--- config.mk ---
export PLATFORM = sky130hd
export DESIGN_NAME = reg_file_2r1w
export DESIGN_NICKNAME = d
export VERILOG_FILES = /design/src/rtl/reg_file_pkg.sv /design/src/rtl/reg_file_rd_port.sv /design/src/rtl/reg_file_2r1w.sv
export SDC_FILE = /design/constraint.sdc
export NUM_CORES = 1
export LEC_CHECK = 0
export BUFFER_PORTS_ARGS = -buffer_cell sky130_fd_sc_hd__buf_2
export CORE_MARGIN = 10
export CORE_UTILIZATION = 40
export DETAILED_ROUTE_END_ITERATION = 6
export PLACE_DENSITY_LB_ADDON = 0.12
export SETUP_SLACK_MARGIN = 0.2
export SLEW_MARGIN = 20
export SYNTH_ARGS = -nofsm -noshare
export SYNTH_HDL_FRONTEND = slang
export SYNTH_SLANG_ARGS = --single-unit
--- constraint.sdc ---
create_clock -name CLK -period 1.7 [get_ports CLK]
set_input_delay 0.425 -clock CLK [delete_from_list [all_inputs] [get_ports CLK]]
set_output_delay 0.425 -clock CLK [all_outputs]
set_load 0.1 [all_outputs]
--- src/rtl/reg_file_pkg.sv ---
// Shared definitions for the Salamander operand register file:
// clear-sequencer state encoding and default geometry used by the CPU top.
package reg_file_pkg;

    localparam int DEF_DATA_W = 8;
    localparam int DEF_DEPTH  = 4;

    typedef enum logic {
        IDLE  = 1'b0,
        CLEAR = 1'b1
    } clr_state_t;

endpackage

--- src/rtl/reg_file_rd_port.sv ---
// One registered read port: range check, hardwired-zero mask, write forwarding
// and the output data/valid registers.
module reg_file_rd_port
    import reg_file_pkg::*;
#(
    parameter int DATA_W   = DEF_DATA_W,
    parameter int DEPTH    = DEF_DEPTH,
    parameter int ADDR_W   = $clog2(DEPTH),
    parameter bit BYPASS   = 1'b1,
    parameter bit ZERO_REG = 1'b0
) (
    input  logic              CLK,
    input  logic              RSTN,
    input  logic              en,
    input  logic [ADDR_W-1:0] raddr,
    input  logic [DATA_W-1:0] arr_data,
    input  logic              wr_en,
    input  logic [ADDR_W-1:0] waddr,
    input  logic [DATA_W-1:0] wdata,
    output logic [DATA_W-1:0] rdata,
    output logic              rvalid,
    output logic              oor
);

    localparam logic [ADDR_W:0] DEPTH_X = (ADDR_W + 1)'(DEPTH);

    logic              in_range;
    logic              zero_hit;
    logic              fwd_hit;
    logic [DATA_W-1:0] rdata_next;
    logic [DATA_W-1:0] rdata_reg;
    logic              rvalid_reg;

    assign in_range = ({1'b0, raddr} < DEPTH_X);
    assign zero_hit = ZERO_REG && (raddr == '0);
    // wr_en is already qualified (in range, not the zero entry, not busy)
    assign fwd_hit  = BYPASS && wr_en && (waddr == raddr);

    always_comb begin
        rdata_next = arr_data;
        if (!in_range || zero_hit) begin
            rdata_next = '0;
        end else if (fwd_hit) begin
            rdata_next = wdata;
        end
    end

    always_ff @(posedge CLK or negedge RSTN) begin
        if (!RSTN) begin
            rdata_reg  <= '0;
            rvalid_reg <= 1'b0;
        end else begin
            rvalid_reg <= en;
            if (en) begin
                rdata_reg <= rdata_next;
            end
        end
    end

    assign rdata  = rdata_reg;
    assign rvalid = rvalid_reg;
    assign oor    = en && !in_range;

endmodule

--- src/rtl/reg_file_2r1w.sv ---
// Two-read/one-write register file with a sequenced clear engine and a sticky
// out-of-range address error flag.
module reg_file_2r1w
    import reg_file_pkg::*;
#(
    parameter int DATA_W   = DEF_DATA_W,
    parameter int DEPTH    = DEF_DEPTH,
    parameter int ADDR_W   = $clog2(DEPTH),
    parameter bit BYPASS   = 1'b1,
    parameter bit ZERO_REG = 1'b0
) (
    input  logic              CLK,
    input  logic              RSTN,
    input  logic              CLR,
    output logic              BUSY,
    input  logic              WE,
    input  logic [ADDR_W-1:0] WADDR,
    input  logic [DATA_W-1:0] WDATA,
    input  logic              RE_A,
    input  logic [ADDR_W-1:0] RADDR_A,
    output logic [DATA_W-1:0] RDATA_A,
    output logic              RVALID_A,
    input  logic              RE_B,
    input  logic [ADDR_W-1:0] RADDR_B,
    output logic [DATA_W-1:0] RDATA_B,
    output logic              RVALID_B,
    output logic              ERR
);

    localparam logic [ADDR_W:0]   DEPTH_X  = (ADDR_W + 1)'(DEPTH);
    localparam logic [ADDR_W-1:0] LAST_IDX = ADDR_W'(DEPTH - 1);

    clr_state_t        state_reg, state_next;
    logic [ADDR_W-1:0] ptr_reg, ptr_next;
    logic              err_reg, err_next;

    logic              busy;
    logic              clr_accept;
    logic              waddr_ok;
    logic              wr_ok;
    logic              wr_oor;
    logic              rd_en_a, rd_en_b;
    logic              oor_a, oor_b;
    logic [DATA_W-1:0] arr_a, arr_b;

    logic [DEPTH-1:0][DATA_W-1:0] mem_flat;

    assign busy       = (state_reg == CLEAR);
    assign clr_accept = (state_reg == IDLE) && CLR;
    assign waddr_ok   = ({1'b0, WADDR} < DEPTH_X);
    assign wr_ok      = WE && !busy && waddr_ok && !(ZERO_REG && (WADDR == '0));
    assign wr_oor     = WE && !busy && !waddr_ok;
    assign rd_en_a    = RE_A && !busy;
    assign rd_en_b    = RE_B && !busy;

    always_comb begin
        state_next = state_reg;
        ptr_next   = ptr_reg;
        case (state_reg)
            IDLE: begin
                if (CLR) begin
                    state_next = CLEAR;
                    ptr_next   = '0;
                end
            end
            CLEAR: begin
                // Stop on the last real entry so the pointer never passes DEPTH-1
                if (ptr_reg == LAST_IDX) begin
                    state_next = IDLE;
                    ptr_next   = '0;
                end else begin
                    ptr_next = ptr_reg + ADDR_W'(1);
                end
            end
        endcase
    end

    always_comb begin
        err_next = clr_accept ? 1'b0 : err_reg;
        if (oor_a || oor_b || wr_oor) begin
            err_next = 1'b1;
        end
    end

    always_ff @(posedge CLK or negedge RSTN) begin
        if (!RSTN) begin
            state_reg <= IDLE;
            ptr_reg   <= '0;
            err_reg   <= 1'b0;
        end else begin
            state_reg <= state_next;
            ptr_reg   <= ptr_next;
            err_reg   <= err_next;
        end
    end

    // Storage is flop-based: every entry must be zero the instant reset asserts.
    genvar gi;
    generate
        for (gi = 0; gi < DEPTH; gi++) begin : g_entry
            localparam logic [ADDR_W-1:0] IDX = ADDR_W'(gi);
            logic [DATA_W-1:0] entry_reg;

            always_ff @(posedge CLK or negedge RSTN) begin
                if (!RSTN) begin
                    entry_reg <= '0;
                end else if (busy && (ptr_reg == IDX)) begin
                    entry_reg <= '0;
                end else if (wr_ok && (WADDR == IDX)) begin
                    entry_reg <= WDATA;
                end
            end

            assign mem_flat[gi] = entry_reg;
        end
    endgenerate

    // Out-of-range indices are masked to zero inside the read port
    assign arr_a = mem_flat[RADDR_A];
    assign arr_b = mem_flat[RADDR_B];

    reg_file_rd_port #(
        .DATA_W   (DATA_W),
        .DEPTH    (DEPTH),
        .ADDR_W   (ADDR_W),
        .BYPASS   (BYPASS),
        .ZERO_REG (ZERO_REG)
    ) u_rd_a (
        .CLK      (CLK),
        .RSTN     (RSTN),
        .en       (rd_en_a),
        .raddr    (RADDR_A),
        .arr_data (arr_a),
        .wr_en    (wr_ok),
        .waddr    (WADDR),
        .wdata    (WDATA),
        .rdata    (RDATA_A),
        .rvalid   (RVALID_A),
        .oor      (oor_a)
    );

    reg_file_rd_port #(
        .DATA_W   (DATA_W),
        .DEPTH    (DEPTH),
        .ADDR_W   (ADDR_W),
        .BYPASS   (BYPASS),
        .ZERO_REG (ZERO_REG)
    ) u_rd_b (
        .CLK      (CLK),
        .RSTN     (RSTN),
        .en       (rd_en_b),
        .raddr    (RADDR_B),
        .arr_data (arr_b),
        .wr_en    (wr_ok),
        .waddr    (WADDR),
        .wdata    (WDATA),
        .rdata    (RDATA_B),
        .rvalid   (RVALID_B),
        .oor      (oor_b)
    );

    assign BUSY = busy;
    assign ERR  = err_reg;

endmodule

---- Yosys cells after proc, flatten, opt, wreduce, memory -nomap -nowiden ----
Index checks and enable logic that the tools add are counted.
storage, ports and cells
  output and inout port bits .............. 20
  register bits ........................... 53
  bits of input ports ..................... 20
  word-level logic and storage cells ...... 63
operators by class
  $add $sub $neg .......................... 1
  eq/ne operators ......................... 9
  bitwise operators ....................... 1
  reductions and logical operators ........ 20
  multiplexer cells ....................... 20
  order comparisons ....................... 2
operators with widths
  kind                                                        count
  2-to-1 mux 8 bit                                            12
  binary-select mux 8 bit (select 2 bit)                      2
  logical AND 1 bit                                           13
  equality test 2 bit, second input constant                  4
  nonzero test 2 bit                                          4
  less-than comparator 2 x 3 -> 1 bit, second input constant  2
  equality test 2 x 1 -> 1 bit, second input constant         2
  equality test 2 bit                                         2
  logical NOT 2 bit                                           2
  2-to-1 mux 2 bit                                            2
  one-hot mux 2 bit (2 select lines)                          1
  adder 2 x 1 -> 2 bit, second input constant                 1
  2-to-1 mux 1 bit                                            2
  != test 2 bit, second input constant                        1
  one-hot mux 1 bit (2 select lines)                          1
  logical NOT 1 bit                                           1
  inverter 1 bit                                              1

---- Depth between registers and ports, before layout ----
Gate-level depths: netlist of the first run.
  word-level depth ........................ 5
  gate-level depth with buffers ........... 6
  gate-level depth less buffers ........... 4

---- Modules after synthesis ----
From an unflattened synthesis of the first run, not the netlist that was laid out.
second synthesis, totals
  cells, all modules ...................... 250
  area, all modules ....................... 3133.0 um2
by module, submodules not included
  module            cells an instance  area each (um2)  seq. area each (um2)  instances
  reg_file_2r1w     148                2117.0           900.9                 1
  reg_file_rd_port  51                 508.0            225.2                 2

---- Least setup slack after synthesis of the first run ----
OpenSTA, ideal clock, no wires.
  kind .................................... reg-to-reg
  from .................................... register state_reg, in the netlist BUSY
  to ...................................... register g_entry[1].entry_reg[0]
  period minus slack after synthesis ...... 1910 ps
  buffers on the path ..................... 3
  setup slack ............................. -210 ps
  stages on the path, launching flop included .. 6
  arrival time ............................ 1781 ps
  setup time .............................. 128 ps
  data required time ...................... 1572 ps
  cells stage by stage .................... dfrtp_1 buf_2 buf_4 and2_1 buf_1 nor2_1
on the way
  cells in the longest elaborated chain, start to end .. 4
  elaborated cells between the ends (all ways) .. 6
  those cells by class .................... mux: 1; reduce/logical: 5
ends and longest elaborated chain
  element                       RTL line              RTL
  from (decl)                   reg_file_2r1w.sv:33   clr_state_t state_reg, state_next;
  from (signal assigned)        reg_file_2r1w.sv:91   state_reg <= state_next;
  logical NOT 1 bit             reg_file_2r1w.sv:51   assign wr_ok = WE && !busy && waddr_ok && !(ZERO_REG && (WADDR == '0));
  logical AND 1 bit             n/a
  logical AND 1 bit             reg_file_2r1w.sv:109  end else if (wr_ok && (WADDR == IDX)) begin
  nonzero test 2 bit (no line)  n/a
  to (signal assigned)          reg_file_2r1w.sv:106  entry_reg <= '0;
  to (signal assigned)          reg_file_2r1w.sv:108  entry_reg <= '0;
  to (signal assigned)          reg_file_2r1w.sv:110  entry_reg <= WDATA;
  to (decl)                     reg_file_2r1w.sv:102  logic [DATA_W-1:0] entry_reg;
Parallel ways exist; a longest one is shown, timed or not.
A chain may end at the register's enable or synchronous reset.

---- Worst setup path in the final report of the first run ----
  from .................................... register state_reg, in the netlist BUSY
  to ...................................... output BUSY
RTL lines
  element    RTL line             RTL
  to (decl)  reg_file_2r1w.sv:15  output logic BUSY,
No word-level cell between the ends.

==> results of run 1 <==
-- metal layers --
metal / up-vias / global-route usage [%]
met1: 1050 / 17.0
met2: 47 / 20.8
met5: - / 0
met4: 0 / 3.58
li1: 1067 / -
met3: 8 / 3.50
-- logic make-up after synthesis --
kind of cell | synth area share (%)
AO/OA/AOI/OAI | 10.6
XOR/XNOR | 2.35
adder cells (fa/ha/maj) | 1.68
buffers and inverters | 5.93
flip-flops | 44.6
multiplexers | 18.8
other | 0.126
AND/OR/NAND/NOR | 15.9
-- cell usage after synthesis --
cell type	count	area [sq um]
nand4b_1	1	8.76
mux2i_1	17	170
buf_6	5	56.3
clkbuf_2	1	5.00
clkbuf_1	1	3.75
and4b_1	1	10.0
and2_0	1	6.26
ha_1	4	50.1
buf_4	6	45.0
or4b_1	1	10.0
o31ai_1	18	135
a21oi_1	16	80.1
nand2b_1	1	6.26
mux4_2	8	180
nor2_1	33	124
conb_1	1	3.75
nor4bb_1	2	20.0
a31oi_1	16	100
and2_1	3	18.8
nand2_1	34	128
xnor2_1	4	35.0
mux4_1	8	210
buf_1	4	15.0
nor4b_4	1	23.8
buf_2	8	40.0
xor2_1	4	35.0
inv_1	3	11.3
nor2b_1	3	18.8
dfrtp_1	53	1330
nand4_1	16	100
-- cell usage in the layout, fill, tap and decap left out, types with 3 or more instances in the layout --
master and n:
dfrtp_1 52, nand2_1 34, nor2_1 33, buf_4 23, buf_2 19, o31ai_1 18, mux2i_1 17, a21oi_1 16
nand4_1 16, a31oi_1 16, mux4_2 8, mux4_1 8, clkbuf_8 6, xor2_1 4, xnor2_1 4, ha_1 4
inv_1 3, nor2b_1 3, and2_1 3
-- how the worst max path moves through the flow --
stage / cells after the start / to / startpoint
3_3_place_gp: 4 / u_rd_b.rdata[1] / RADDR_B[0]
6_report: 2 / BUSY / BUSY
3_5_place_dp: 4 / u_rd_b.rdata[1] / RADDR_B[0]
2_1_floorplan: 5 / g_entry[0].entry_reg[0] / BUSY
5_1_grt: 5 / g_entry[2].entry_reg[6] / BUSY
4_1_cts: 2 / BUSY / BUSY
-- cell type report --
cell class | instances | area [sq um] | share of cell area [%]
tap | 99 | 124 | 3.60
inverter | 3 | 11.3 | 0.327
sequential | 53 | 1330 | 38.6
timing repair buffer | 49 | 360 | 10.5
clock buffer | 6 | 82.6 | 2.40
multi-input combinational | 193 | 1500 | 43.5
clock inverter | 2 | 37.5 | 1.09
-- timing repair --
action / CTS / global route
pin swaps: 1 / 3
setup endpoints to repair: 41 / 40
setup buffers: 3 / 0
gates cloned: 0 / 0
gates resized for setup: 22 / 2
hold buffers: 0 / 0
-- metrics by stage --
| step | std cells | hold slack, ns | TNS, ns |
|---|---|---|---|
| final | 405 | 0.0932 | 0 |
| after global placement | 394 | 0.446 | -0.00234 |
| after detailed placement | 394 | 0.444 | -0.00502 |
| after global routing | 405 | 0.118 | 0 |
| after floorplan | 274 | 0.129 | 0 |
| after CTS | 405 | 0.107 | 0 |
-- report_power, final --
group | switching (uW) | internal (uW)
combinational | 2570 | 1030
sequential | 358 | 1740
clock | 425 | 479
==> results.cfg, run 1 <==
[clock_network]
clockRootBuffer = clkbuf_8
cts_buffer_depth = 2
clkLatencyLatePin_ns = 0.31
h-tree-depth = 2
cts_tree = built
cts_buffers = 5
path_clk_slew_ns = 0.10
cts.sinks = 53

[sta]
relSlewSlack_pct = 54.8
clock_skew_ns = 0.00986
rsz0062_at_grt = true
timing.fmax_mhz = 636
min_period_over_period_pct = 92.5
maxSlewViolCount = 0
period_minus_slack_ns = 1.57
setup_viol = 0
fin_ws_ns = 0.127
tightest_slew_ns = 0.674
finalHoldViolations = 0

[worst_setup_path]
reg2reg_from = BUSY
crit_fanout = 8
worstReg2RegEnd = g_entry[2].entry_reg[1]
critPathLaunchType = flip-flop
crit_type = reg -> out
max_stage_delay_ns = 0.54
crit_arrival_ns = 1.15
required_ns = 1.27
r2r_cells = 5
worst-path-buf-inv = 2
cp_cell_sequence = buf_8 -> buf_12
reg2reg_slack_ns = 0.17
cp-end-kind = output port
cpMaxStageDelayCell = dfrtp_4
crit_family = flip-flops

[global_route]
grt_usage_pct = 13.0
first_global_vias = 2241
grt_first_pass_wirelength_um = 12100
antenna_found_initial = 0
grt_overflow = 0
grt_max_degree = 54

[routing]
antenna_left = 0
wl_met3_um = 311
drt_wl_total_um = 7060
highest_layer = met4
drc_errors = 0
via_count = 2172
dr.pass1.iters = 4
wl_per_cell_um = 17.4
viasPerCell = 5.36
drt-met1-wl_um = 3330
first_iter_violations = 94
route.met2.wl_um = 3330

[pwr]
p_per_area_nw_per_um2 = 1920
leakage_uw = 0.00147
p_total_uw = 6600
peakVddDrop_mv = 0.679

[synthesis]
syn_nets = 298
netlist_area_sq_um = 2980
yosys_warnings = 0
yosysSeqAreaShare_pct = 44.6
syn_inst = 274
ys_types = 30
ys_ff_latch = 53
syn_avg_cell_area_sq_um = 10.9

[floorplan]
core_sq_um = 7250
dieArea_sq_um = 11300
placementRows = 31
io_pins = 40
start_util_pct = 41.0
dieWidth_um = 106
die_h_um = 106

[outcome]
status = complete, no violations

[layout]
drive_gt1_share_pct = 22.9
postLayoutCoreUtil_pct = 47.5
nFillCells = 712
diodes = 0
stdcell_area_sq_um = 3440
final_nets = 329
areaGrowthSynthToFinish_pct = 15.7
largest_reg_flops = 32

[flow_run]
drv_cap = 0

[min_path]
hold_class = in -> async

[placed_design]
routabilityCongestion = 0.770
numPortBuffers = 38
dp_hpwl_um = 5500
pre_cts_slack_ns = -0.00502
dpl_cell_area_sq_um = 3230
No activity file was read; power rests on OpenSTA's default activity.
==> inputs of run 2 (changes only) <==
CORE_MARGIN = 2   (was 10)
==> run 2 against run 1 <==
Count of clock-buffer cells in the layout fell by 1. Clock skew fell by 0.0035 ns. Worst hold slack got worse by 0.020 ns. Core utilization rose by 1.3 points. Sequential cell count did not move.
==> results.cfg, run 2 (same netlist as run 1, synthesis figures left out) <==
[sta]
timing.hold.ws_ns = 0.0731
finalHoldViolations = 0
period_minus_slack_ns = 1.57
timing.fmax_mhz = 637
maxSlewViolCount = 0
fin_setup_tns_ns = 0
clock_skew_ns = 0.00638
tightest_slew_ns = 0.736
setup_viol = 0
relSlewSlack_pct = 50.6
rsz0062_at_grt = true
min_period_over_period_pct = 92.4

[pwr]
pwr-share-seq_pct = 31.5
p_int_uw = 3270
p_switching_uw = 3400
peakVddDrop_mv = 0.706
clockPowerShare_pct = 13.2
combPwrFrac_pct = 55.3
swShare_pct = 51.0
leakage_uw = 0.00151
p_per_area_nw_per_um2 = 1890

[floorplan]
start_util_pct = 41.3
dieArea_sq_um = 8150
placementRows = 31
core_sq_um = 7210
dieWidth_um = 90.3
io_pins = 40
die_h_um = 90.3

[flow_run]
drv_cap = 0

[global_route]
grt_first_pass_wirelength_um = 11600
grt_overflow = 0
grt_usage_pct = 17.6
first_global_vias = 2187
antenna_found_initial = 0
grt_max_degree = 54

[layout]
mostFrequentLayoutCells = dfrtp_1 (52), nor2_1 (33), nand2_1 (32), buf_4 (27), buf_2 (19)
final_nets = 334
drive_gt1_share_pct = 27.3
multiInputGateArea_sq_um = 1540
layout_commonest_cell = dfrtp_1
regArea_sq_um = 1330
diodes = 0
areaGrowthSynthToFinish_pct = 18.3
largest_reg_flops = 32
nFillCells = 682

[placed_design]
numPortBuffers = 38
dp_hpwl_um = 5210
routabilityCongestion = 0.770

[clock_network]
cts_buffers = 5
cts_buffer_depth = 2
cts_tree = built
cts.sinks = 53
cts_hold_repair.buffers = 0
clockRootBuffer = clkbuf_8
h-tree-depth = 2
path_clk_slew_ns = 0.10
clkLatencyLatePin_ns = 0.31

[routing]
viasPerCell = 5.35
first_iter_violations = 87
wl_per_cell_um = 17.1
antenna_left = 0
drc_errors = 0
drt_wl_total_um = 7030
via_count = 2192
dr.pass1.iters = 4

[outcome]
status = complete, no violations

[worst_setup_path]
crit_type = reg -> out
critPathLaunchType = flip-flop
cp-end-kind = output port
required_ns = 1.27
crit_fanout = 6
crit_arrival_ns = 1.15

[min_path]
hold_class = in -> async
## run 2: changes by cell type in the layout (fill, tap and decap cells not counted), moves of 2 or more
cell	before	now
a21oi_2	0	2
a21oi_1	16	14
xor2_2	0	2
nand2_1	34	32
xor2_1	4	2
buf_4	23	27
nand2_2	0	2
## run 2: per-stage QoR
step	total power [uW]	instances	worst slack [ns]	instance area (sq um)	util [%]
6_report	6670	410	0.130	3520	48.8
5_1_grt	7040	410	0.0980	3520	48.8
4_1_cts	6610	409	0.128	3450	47.8
3_5_place_dp	5510	395	-0.0257	3240	44.9
3_3_place_gp	5470	395	-0.00723	3240	44.9
2_1_floorplan	4860	274	0.0625	2990	-
## run 2: critical path, cell delays in order, from the launching register on
cell and delay [ns]:
dfrtp_4 0.54, buf_8 0.14, buf_12 0.15
## run 2: layout make-up
cell class                      instances  share of cell area, %
Clock buffer                            5                   1.95
Clock inverter                          3                   1.24
Inverter                                3                  0.320
Multi-Input combinational cell        193                   43.8
Sequential cell                        53                   37.8
Tap cell                               99                   3.52
Timing Repair Buffer                   54                   11.4
## run 2: power by group through the flow
stage                     Clock [uW]  Combinational (uW)  Sequential, uW
after floorplan                    0                1270            3590
after global placement             0                3370            2090
after detailed placement           0                3390            2120
after CTS                        898                3620            2090
after global routing             953                3920            2160
final                            883                3690            2100
## run 2: final timing paths
check                                         from  cells after the start                      end  slack, ns
min reg2reg                g_entry[0].entry_reg[1]                      2  g_entry[0].entry_reg[1]       0.55
max in group asynchronous                     RSTN                      2                     BUSY       1.34
max reg2reg                                   BUSY                      5  g_entry[1].entry_reg[5]       0.17
min                                           RSTN                      2            u_rd_b.rvalid       0.07
min in group CLK                               CLR                      2               ptr_reg[1]       0.31
max                                           BUSY                      2                     BUSY       0.13
## run 2: per-layer routing
metal / GRT usage, % / share of wire, % / up-vias
met5: 0 / 0 / -
met4: 3.85 / 0.90 / 0
met3: 3.34 / 3.0 / 6
met2: 29.3 / 50 / 32
met1: 24.1 / 46 / 1084
li1: - / - / 1070
## run 2: what timing repair did
| action | CTS | global route |
|---|---|---|
| gates cloned | 0 | 1 |
| gates resized for setup | 20 | 18 |
| buffers inserted | 6 | 0 |
| setup endpoints to repair | 42 | 37 |
| pin swaps | 0 | 4 |
